[config.mk]
export PLATFORM = sky130hd
export DESIGN_NAME = rolha_feeder
export DESIGN_NICKNAME = d
export VERILOG_FILES = /design/src/rtl/rolha_pkg.sv /design/src/rtl/rolha_stock_cnt.sv /design/src/rtl/rolha_feeder.sv
export SDC_FILE = /design/constraint.sdc
export NUM_CORES = 1
export LEC_CHECK = 0
export CAP_MARGIN = 40
export CORE_MARGIN = 2
export CORE_UTILIZATION = 30
export DETAILED_ROUTE_END_ITERATION = 8
export GPL_ROUTABILITY_DRIVEN = 1
export PLACE_DENSITY = 0.59
export SETUP_SLACK_MARGIN = 0.05
export SYNTH_ARGS = -nofsm -noshare
export SYNTH_HDL_FRONTEND = slang
export SYNTH_SLANG_ARGS = --single-unit
[constraint.sdc]
create_clock -name clk -period 4.1 [get_ports clk]
set_clock_uncertainty 0.05 [all_clocks]
set_input_delay 1.23 -clock clk [delete_from_list [all_inputs] [get_ports clk]]
set_output_delay 1.23 -clock clk [all_outputs]
set_load 0.01 [all_outputs]
[src/rtl/rolha_pkg.sv]
// Shared types and default constants for the cork feeder block.
package rolha_pkg;

    localparam int unsigned RolhaBatch  = 15;
    localparam int unsigned RolhaStockW = 8;

    typedef enum logic [2:0] {
        StIdle    = 3'd0,
        StXfer    = 3'd1,
        StDone    = 3'd2,
        StWaitRel = 3'd3,
        StEmpty   = 3'd4
    } rolha_state_e;

endpackage

[src/rtl/rolha_stock_cnt.sv]
// Warehouse stock holder: loadable down-counter with a zero flag.
module rolha_stock_cnt #(
    parameter int unsigned Width = 8
) (
    input  logic             clk,
    input  logic             reset,
    input  logic             load_i,
    input  logic [Width-1:0] load_val_i,
    input  logic             dec_i,
    output logic [Width-1:0] count_o,
    output logic             zero_o
);

    logic [Width-1:0] count_q, count_d;

    always_comb begin
        count_d = count_q;
        if (load_i) begin
            count_d = load_val_i;
        end else if (dec_i && (count_q != '0)) begin
            count_d = count_q - 1'b1;
        end
    end

    always_ff @(posedge clk) begin
        if (reset) begin
            count_q <= '0;
        end else begin
            count_q <= count_d;
        end
    end

    assign count_o = count_q;
    assign zero_o  = (count_q == '0);

endmodule

[src/rtl/rolha_feeder.sv]
// Cork feeder: answers dispenser refill requests with a batch of cork pulses.
// Optional registered low-stock warning enabled by ROLHA_FEEDER_LOW_STOCK_EN.
module rolha_feeder
    import rolha_pkg::*;
#(
    parameter int unsigned BATCH   = RolhaBatch,
    parameter int unsigned STOCK_W = RolhaStockW
) (
    input  logic               clk,
    input  logic               reset,
    input  logic               req,
    input  logic               load_stock,
    input  logic [STOCK_W-1:0] stock_in,
    output logic               cork_pulse,
    output logic               ack,
    output logic               busy,
    output logic [3:0]         delivered,
    output logic [STOCK_W-1:0] stock,
    output logic               alarme,
    output logic               low_stock
);

    rolha_state_e state_q, state_d;
    logic [3:0]   delivered_q, delivered_d;
    logic [3:0]   batch_len_q, batch_len_d;
    logic         stock_load, stock_dec, stock_zero;

    rolha_stock_cnt #(
        .Width (STOCK_W)
    ) u_stock_cnt (
        .clk        (clk),
        .reset      (reset),
        .load_i     (stock_load),
        .load_val_i (stock_in),
        .dec_i      (stock_dec),
        .count_o    (stock),
        .zero_o     (stock_zero)
    );

    always_comb begin
        state_d     = state_q;
        delivered_d = delivered_q;
        batch_len_d = batch_len_q;
        stock_load  = 1'b0;
        stock_dec   = 1'b0;
        unique case (state_q)
            StIdle: begin
                if (load_stock) begin
                    stock_load = 1'b1;
                end else if (req && !stock_zero) begin
                    batch_len_d = (32'(stock) < BATCH) ? stock[3:0] : 4'(BATCH);
                    delivered_d = '0;
                    state_d     = StXfer;
                end else if (req) begin
                    state_d = StEmpty;
                end
            end
            StXfer: begin
                stock_dec   = 1'b1;
                delivered_d = delivered_q + 4'd1;
                if (delivered_q == 4'(batch_len_q - 4'd1)) begin
                    state_d = StDone;
                end
            end
            StDone: begin
                state_d = StWaitRel;
            end
            StWaitRel: begin
                stock_load = load_stock;
                // One long request must never yield a second batch.
                if (!req) begin
                    state_d     = StIdle;
                    delivered_d = '0;
                end
            end
            StEmpty: begin
                if (load_stock && (stock_in != '0)) begin
                    stock_load = 1'b1;
                    state_d    = StIdle;
                end else if (!req) begin
                    state_d = StIdle;
                end
            end
            default: begin
                state_d = StIdle;
            end
        endcase
    end

    always_ff @(posedge clk) begin
        if (reset) begin
            state_q     <= StIdle;
            delivered_q <= '0;
            batch_len_q <= '0;
        end else begin
            state_q     <= state_d;
            delivered_q <= delivered_d;
            batch_len_q <= batch_len_d;
        end
    end

    assign cork_pulse = (state_q == StXfer);
    assign ack        = (state_q == StDone);
    assign busy       = (state_q == StXfer) || (state_q == StDone);
    assign alarme     = (state_q == StEmpty);
    assign delivered  = delivered_q;

`ifdef ROLHA_FEEDER_LOW_STOCK_EN
    logic               low_stock_q;
    logic [STOCK_W-1:0] stock_next;

    // Mirrors the counter's next value so the flag moves on the same edge as stock.
    always_comb begin
        stock_next = stock;
        if (stock_load) begin
            stock_next = stock_in;
        end else if (stock_dec && !stock_zero) begin
            stock_next = stock - 1'b1;
        end
    end

    always_ff @(posedge clk) begin
        if (reset) begin
            low_stock_q <= 1'b0;
        end else begin
            low_stock_q <= (32'(stock_next) < BATCH) && (state_d != StEmpty);
        end
    end

    assign low_stock = low_stock_q;
`else
    assign low_stock = 1'b0;
`endif

endmodule

==> summary.md <==
| Metric | Value |
|---|---|
| Yosys cell types | `50` |
| Tightest Hold Check Type | `flip-flop to flip-flop` |
| Vias per cell | `5.57` |
| Crit path required time | `about 2.8 ns` |
| Worst-Margin Slew | `about 0.74 ns` |
| # IOs | `29` |
| Worst Path Class, Setup | `flip-flop to primary output` |
| Synthesized area | `between 0.001 and 0.0015 sq mm` |
| Core area | `~0.0041 sq mm` |
| FP Rows | `23` |
| Post-CTS setup repair buffer count | `0` |
| CTS tree | `built` |
| Setup violations, final | `0` |
| Num CTS Buffers | `3` |
| Worst-case clock buffer depth | `2` |
| Setup TNS | `0 ns` |
| Critical path arrival | `between 2 and 2.5 ns` |
| PortBufs | `27` |
| Crit path capture type | `primary output` |
| Top-count cell post-synth | `dfxtp_1` |
| Die area | `between 0.004 and 0.005 sq mm` |
| Grt total ovfl | `0` |
| Synthesized area per cell | `a little over 8 sq um` |
| Top_reg_cell synth | `dfxtp_1` |
| Mapped Nets | `around 180` |
| Max incr delay on CP | `approximately 0.57 ns` |
| Fin crit share | `roughly 83%` |
| Post-layout min period | `between 3 and 4 ns` |
| Max-cap violations | `0` |
| Leak | `0.586 nW` |
| Post-synth top cells | `dfxtp_1, a21oi_1, nor3_1` |
| Cell taking the most area after synthesis | `dfxtp_1` |
| DRC | `0` |
| Sink Count | `19` |
| Layout area overhead | `26.3%` |
| Crit-path slowest cell | `clkdlybuf4s50_1` |
| # H-tree levels | `1` |
| Mapped Cells | `between 150 and 200` |
| Run status | `finished, final reports clean` |
| Drt initial violations | `between 90 and 100` |
| Ys async rst share | `0%` |
| Initial antenna violation count | `0` |
| Finished Cell Area | `roughly 0.0016 sq mm` |
| First-pass GRT wire length | `just under 6000 um` |
| Slew margin rel. | `~50%` |
| Initial Util | `roughly a third` |
| Routability congestion estimate | `around 0.84` |
| Max Slew Vio Count | `0` |
| Crit path max-delay family | `buffers and inverters` |
| CTS root buf | `clkbuf_8` |
| Global Route Usage Sum | `14.9%` |
| Die width | `approximately 70 um` |
| WL/cell | `~15 um` |
| Yosys warning total | `0` |
| Ant diodes | `0` |
| ANT nets after route | `0` |
| Synth top area share | `~29%` |
| Hold Violations, Final | `0` |
| Pre-antenna DRT Iters | `4` |
| Final WL | `approximately 3500 um` |
| Post-CTS sizing | `0` |
| Routed via count | `1298` |
| Setup crit start kind | `flip-flop` |
| Unrepaired setup endpoints after global routing | `no` |
| Power density over the cells | `around 340 mW/mm^2` |
| Post-synthesis register bit count | `19` |
| Worst-Skew Late Latency | `between 0.2 and 0.3 ns` |
| Top cells by area, synth | `dfxtp_1, a21oi_1, ha_1, xnor2_1, nor3_1` |
| Post-DP HPWL | `2570 um` |
| Die Y | `about 70 um` |
| Number of flops mapped to enable cells by yosys | `0` |
| Share of cells above drive strength 1 | `under 10%` |
| Clock-pin slew on the worst setup and hold paths | `approximately 0.070 ns` |
| Sequential share of the synthesized area | `29.3%` |
| Vias in the first global route | `between 1k and 1.5k` |
| Critical path, cell by cell | `or3b_1 > clkinv_1 > clkdlybuf4s50_1` |
| Hold_buf cts | `0` |
| Fmax | `approximately 290 MHz` |
| Largest net degree at the start of global routing | `20` |
| Cell Area, Placed | `about 0.0016 sq mm` |
| CP Max Fanout | `11` |
| VDD IR max | `0.154 mV` |
| Final net count | `around 200` |
| WP buf/inv | `2` |
-- report_power, final --
| group | internal [mW] | total, mW | leakage (nW) | switching [mW] |
|---|---|---|---|---|
| Sequential | 0.200 | 0.227 | 0.156 | 0.0272 |
| Clock | 0.0677 | 0.134 | 0.0255 | 0.0664 |
| Combinational | 0.0941 | 0.189 | 0.405 | 0.0947 |
-- final cells by class --
class | count | area (sq um)
multi-input combinational | 122 | 831
fill | 428 | 2450
sequential | 19 | 380
timing repair buffer | 29 | 285
inverter | 9 | 33.8
clock buffer | 3 | 41.3
tap | 50 | 62.6
clock inverter | 1 | 5.00
-- stage by stage --
step | setup slack, ns | utilization, % | power (mW) | hold WS [ns] | instances
after floorplan | 1.48 | - | 0.354 | 0.454 | 160
final | 0.689 | 40.1 | 0.550 | 0.479 | 233
after detailed placement | 0.894 | 39.0 | 0.417 | 0.473 | 229
after global routing | 0.601 | 40.1 | 0.584 | 0.539 | 233
after global placement | 0.948 | 39.0 | 0.416 | 0.462 | 229
after CTS | 0.688 | 40.1 | 0.553 | 0.482 | 233
-- routing by layer --
metal	part of all wire, %	wire length (um)	global-route usage [%]	vias up
li1	-	-	-	654
met1	48	1690	21.0	596
met2	45	1600	22.0	42
met3	4.7	165	2.62	6
met4	2.0	72	6.84	0
met5	0	0	0	-
-- final timing paths --
kind / slack [ns] / start / end / cells past startpoint
setup / recovery: 0.69 / state_q[0]$_SDFFE_PP0P_ / cork_pulse / 3
hold / removal: 0.48 / batch_len_q[3]$_SDFFE_PP0P_ / batch_len_q[3]$_SDFFE_PP0P_ / 2
setup reg to reg: 2.02 / state_q[0]$_SDFFE_PP0P_ / u_stock_cnt.count_o[2]$_SDFFE_PP0P_ / 5
hold reg to reg: 0.48 / batch_len_q[3]$_SDFFE_PP0P_ / batch_len_q[3]$_SDFFE_PP0P_ / 2
-- kinds of logic (layout without fill, tap and decap cells) --
group	after synthesis	in the layout	share of synthesized area [%]
other	1	1	0.289
XOR/XNOR	7	7	4.73
buffers and inverters	19	42	6.65
flip-flops	19	19	29.3
AND/OR/NAND/NOR	63	63	29.5
AO/OA/AOI/OAI	46	46	24.7
adder cells (fa/ha/maj)	5	5	4.82
-- flip-flops by register name, summed over array words and instances (netlist names) --
register,count
u_stock_cnt.count_o,8
delivered,4
batch_len_q,4
state_q,3
-- worst register-to-register path, cell delays in order (launching register included) --
cell and delay (ns):
dfxtp_1 0.54, or3b_1 0.55, clkinv_1 0.22, o21ai_2 0.16
or3_1 0.33, a31oi_1 0.16
-- placed cells by master, fill, tap and decap left out, types with 2 or more instances in the layout --
| master | netlist | routed |
|---|---|---|
| nand3_1 | 2 | 2 |
| nand4_1 | 6 | 6 |
| buf_4 | 1 | 2 |
| o21ai_0 | 7 | 7 |
| clkdlybuf4s50_1 | 0 | 27 |
| ha_1 | 5 | 5 |
| or4_1 | 5 | 5 |
| or3b_1 | 3 | 3 |
| a21oi_1 | 14 | 14 |
| a311oi_1 | 2 | 2 |
| and2_1 | 2 | 2 |
| nor2_1 | 8 | 8 |
| nor4_1 | 6 | 6 |
| o21a_1 | 3 | 3 |
| a211oi_1 | 2 | 2 |
| nor2b_1 | 2 | 2 |
| xnor2_1 | 7 | 7 |
| inv_1 | 8 | 8 |
| nand2_1 | 6 | 6 |
| or3_1 | 3 | 3 |
| a31oi_1 | 3 | 3 |
| or4_4 | 3 | 3 |
| dfxtp_1 | 19 | 19 |
| clkbuf_8 | 0 | 3 |
| nor3_1 | 10 | 10 |
Power figures use the tool's default switching activity.
